**config.mk**
```make
export PLATFORM = sky130hd
export DESIGN_NAME = tdm_demux4
export DESIGN_NICKNAME = d
export VERILOG_FILES = /design/src/rtl/tdm_demux4.sv
export SDC_FILE = /design/constraint.sdc
export NUM_CORES = 1
export LEC_CHECK = 0
export ABC_AREA = 1
export CAP_MARGIN = 25
export CORE_MARGIN = 10
export CORE_UTILIZATION = 50
export CTS_CLUSTER_DIAMETER = 60
export CTS_CLUSTER_SIZE = 10
export DETAILED_ROUTE_END_ITERATION = 10
export GPL_TIMING_DRIVEN = 0
export MAX_ROUTING_LAYER = met4
export PLACE_DENSITY = 0.78
export SLEW_MARGIN = 20
export SYNTH_ARGS = -nofsm -noshare
export SYNTH_HDL_FRONTEND = slang
export SYNTH_SLANG_ARGS = --single-unit
```
**constraint.sdc**
```tcl
create_clock -name clk -period 4.5 [get_ports clk]
set_clock_uncertainty 0.2 [all_clocks]
set_input_delay 0.675 -clock clk [delete_from_list [all_inputs] [get_ports clk]]
set_output_delay 0.675 -clock clk [all_outputs]
set_load 0.01 [all_outputs]
```
**src/rtl/tdm_demux4.sv**
```systemverilog
// Receive side of the 4-lane TDM link: de-interleaves 4-beat frames from the shared bus
// and presents each complete frame atomically on out1..out4 with a one-cycle out_valid.
//
// state   | meaning
// HUNT    | not aligned, waiting for a beat with in_sof=1
// COLLECT | aligned, sel is the slot expected for the next accepted beat
module tdm_demux4 #(
    parameter int WIDTH = 4
) (
    input  logic             clk,
    input  logic             rst,
    input  logic [WIDTH-1:0] in,
    input  logic             in_valid,
    input  logic             in_sof,
    output logic [WIDTH-1:0] out1,
    output logic [WIDTH-1:0] out2,
    output logic [WIDTH-1:0] out3,
    output logic [WIDTH-1:0] out4,
    output logic             out_valid,
    output logic [1:0]       sel,
    output logic             sync_err
);

    localparam logic [0:0] HUNT    = 1'b0;
    localparam logic [0:0] COLLECT = 1'b1;

    logic [0:0]       state;
    logic [WIDTH-1:0] stage0;
    logic [WIDTH-1:0] stage1;
    logic [WIDTH-1:0] stage2;

    always_ff @(posedge clk) begin
        if (rst) begin
            state     <= HUNT;
            sel       <= 2'd0;
            stage0    <= '0;
            stage1    <= '0;
            stage2    <= '0;
            out1      <= '0;
            out2      <= '0;
            out3      <= '0;
            out4      <= '0;
            out_valid <= 1'b0;
            sync_err  <= 1'b0;
        end else begin
            out_valid <= 1'b0;
            sync_err  <= 1'b0;
            if (in_valid) begin
                case (state)
                    HUNT: begin
                        if (in_sof) begin
                            stage0 <= in;
                            sel    <= 2'd1;
                            state  <= COLLECT;
                        end
                    end
                    default: begin
                        if (sel == 2'd0) begin
                            if (in_sof) begin
                                stage0 <= in;
                                sel    <= 2'd1;
                            end else begin
                                sync_err <= 1'b1;
                                sel      <= 2'd0;
                                state    <= HUNT;
                            end
                        end else if (in_sof) begin
                            // Premature SOF restarts the frame on this beat.
                            sync_err <= 1'b1;
                            stage0   <= in;
                            sel      <= 2'd1;
                        end else begin
                            case (sel)
                                2'd1: stage1 <= in;
                                2'd2: stage2 <= in;
                                default: begin
                                    out1      <= stage0;
                                    out2      <= stage1;
                                    out3      <= stage2;
                                    out4      <= in;
                                    out_valid <= 1'b1;
                                end
                            endcase
                            sel <= sel + 2'd1;
                        end
                    end
                endcase
            end
        end
    end

endmodule
```
==> impl_results.md, run 1 <==
* Share of the clock period used by the worst path after layout at 48.3%
* Multi-input logic area at 607 µm²
* DRC violations left at 0
* Dpl cells at 259
* Synth Cell Area at 1430 µm²
* Maximum number of pins on one net before global-route repair at 11
* Via count of the first global-routing pass at 1185
* Crit Path Category: reg -> out
* First DRT Iteration DRCs at 74
* Largest vdd supply drop at 0.286 mV
* Sequential fraction of the synthesis area at 46.2%
* Leading cell types by count after synthesis: 55 x sky130_fd_sc_hd__nor2_1, 33 x sky130_fd_sc_hd__dfxtp_1, 33 x sky130_fd_sc_hd__nand2_1
* Worst setup slack after placement at 2180 ps
* CTS H-tree lvls at 2
* CTS Buf Count at 5
* Maximum fanout along the worst path at 4
* Clk sinks at 33
* Critical Path Start Type: flop
* Leading cell type by number of instances after synthesis: sky130_fd_sc_hd__nor2_1
* Count of distinct cell types in the synthesized netlist at 16
* Weighted congestion at the end of routability-driven global placement at 0.823
* Average instance area after synthesis at 7.11 µm²
* Critical path capture point type: primary output
* Max Buffers Root-to-Sink at 2
* Global-route total usage across every layer at 12.0%
* Worst path arrival time at 1300 ps
* List of cells traversed by the critical path: clkdlybuf4s50_1
* Data required time of the critical path at 3620 ps
* Worst-case hold slack at 255 ps
* Hold violation count in the final report at 0
* Number of max-cap violations at 0
* Number of setup violations in the final report at 0
* Congestion Overflow GR at 0
* Net count of the mapped netlist at 214
* Number of instances in the synthesized netlist at 201
* Util after Layout at 66.7%
* First drt pass iteration count at 5
* Via count of the routed design at 1274
* Result of the run: finished, final reports clean
* Number of diodes at 0
* Nets at 248
* Drt total wl at 2.93 mm
* Filler Cells Inserted at 246
* Reg clk slew, reported paths at 100 ps
* Async set-reset flop share out of synthesis at 0%
* Worst-margin pin slew at 454 ps
* Synth warnings at 0
* # rows at 19
* Crit-path slowest cell: sky130_fd_sc_hd__clkdlybuf4s50_1
* Number of antenna violations at the first check in global routing at 0
* Effective utilization at floorplan at 52.3%
* Root buffer cell: sky130_fd_sc_hd__clkbuf_4
* Power per Cell Area at 323 nW/µm²
* Yosys top cell by area: sky130_fd_sc_hd__dfxtp_1
* Maximum frequency from static timing analysis at 0.460 GHz
* Vertical die dimension at 73.5 µm
* Area taken by flip-flops and latches at 661 µm²
* Area of placed instances at 1740 µm²
* Synth-to-Final Area Change at 27.6%
* Total core area at 2730 µm²
* Post-route insts no fill at 267
* TritonCTS clock tree: yes
* Largest cells by area after synthesis: sky130_fd_sc_hd__dfxtp_1 46%, sky130_fd_sc_hd__nor2_1 14%, sky130_fd_sc_hd__nand3_1 8.8%, sky130_fd_sc_hd__nand2_1 8.7%, sky130_fd_sc_hd__inv_1 7.1%
* Die Footprint at 5400 µm²
* Area share of the largest cell type after synthesis at 46.2%
* Hold-fix buffers, CTS at 0
* Detailed placement HPWL at 2.19 mm
* Sum of buffers and inverters on the critical path at 1
* Worst relative slew slack at 69.8%
* CP top delay family: buffers and inverters
* Via density at 4.77
* Number of enable-type register cells in the synthesized netlist at 0
* Leakage at 0.756 nW
* Number of cells upsized or downsized after cts at 0
* Max stage delay on crit path at 570 ps
* Post-CTS Setup Bufs at 0
* ANT nets after route at 0
* Slew Viols, Final at 0
* Clock latency on the worst-skew pair at 340 ps
* Seq cells post-synth at 33
* Count of buffers from port buffering at 27
* Post-Layout Inst Area at 1820 µm²
* Final worst slack at 2330 ps
* Unrepaired setup endpoints after global routing: no
* Wire length of the first global-routing pass at 5.08 mm
* Power consumption at 0.590 mW
* Wire length per cell at 11.0 µm
* Number of top-level pins at 28
* Die Wd at 73.5 µm
* Share of cells above drive strength 1 at 7.20%
* Min Clock Period, post-route at 2170 ps
* Setup Total Neg Slack at 0 ps
* Leading register cell type out of synthesis: sky130_fd_sc_hd__dfxtp_1
* Class of the tightest hold or removal check: reg -> reg
## layer usage
layer / GRT usage (%) / vias up / routed length (µm)
met5: - / - / 0
li1: - / 677 / -
met4: 4.97 / 0 / 40
met1: 13.2 / 569 / 1310
met2: 18.4 / 23 / 1380
met3: 5.25 / 5 / 197
## power by group
part           switching, mW  internal [mW]
sequential           0.00280          0.298
clock                  0.101          0.133
combinational         0.0329         0.0224
## registers in the layout, summed over array words and instances (netlist names), 2 cells and up
register and flops:
out1 4, out2 4, out3 4, out4 4
sel 2, stage0 4, stage1 4, stage2 4
## final timing paths
| path | startpoint | to | slack (ps) | depth (start not counted) |
|---|---|---|---|---|
| worst max register to register | sel[0] | out2[0] | 2600 | 9 |
| worst max-delay path | sel[0] | sel[0] | 2330 | 1 |
| worst min-delay path | stage0[0] | stage0[0] | 250 | 2 |
| worst min register to register | stage0[0] | stage0[0] | 250 | 2 |
## cell usage in the layout (no fill, tap or decap)
master                            count
sky130_fd_sc_hd__clkdlybuf4s50_1     27
sky130_fd_sc_hd__inv_1               27
sky130_fd_sc_hd__nor2_4               2
sky130_fd_sc_hd__dfxtp_1             33
sky130_fd_sc_hd__buf_2                3
sky130_fd_sc_hd__nand3_2              1
sky130_fd_sc_hd__inv_2                1
sky130_fd_sc_hd__clkbuf_8             1
sky130_fd_sc_hd__o21ai_0              5
sky130_fd_sc_hd__buf_1                1
sky130_fd_sc_hd__a21oi_1              5
sky130_fd_sc_hd__o22ai_1              1
sky130_fd_sc_hd__bufinv_16            1
sky130_fd_sc_hd__nor2_1              55
sky130_fd_sc_hd__clkbuf_1             2
sky130_fd_sc_hd__buf_6                3
sky130_fd_sc_hd__clkbuf_4             5
sky130_fd_sc_hd__nand3_1             25
sky130_fd_sc_hd__ha_1                 5
sky130_fd_sc_hd__nand2_1             33
## kinds of logic (layout without fill, tap and decap cells)
family	after synthesis	after routing	synth area share [%]
buf+inv	36	71	11.3
simple gates	116	116	34.2
compound gates	11	11	3.94
fa+ha+maj	5	5	4.38
flops	33	33	46.2
## final cells by class
class                      instances  share of cell area [%]
timing repair buffer              27                    14.8
multi-input combinational        132                    33.3
clock inverter                     1                    1.65
tap                               31                    2.13
clock buffer                       7                    3.02
sequential                        33                    36.2
inverter                          28                    5.77
buffer                             8                    3.09
(Power assumes the default switching activity.)
==> inputs of run 2 (changes only) <==
clock period = 2.2 ns   (was 4.5 ns; I/O delays follow)
==> results of run 2 <==
The final DEF is identical to that of run 1. Status: finished, final reports clean.
Among the figures that moved: setup slack after placement 2180 ps -> 226 ps; setup slack after layout 2330 ps -> 303 ps; end point of the critical path sel[0] -> out2[0]; register-to-register setup slack 2600 ps -> 300 ps; total power 0.590 mW -> 1.21 mW; worst IR drop on VDD 0.286 mV -> 0.585 mV
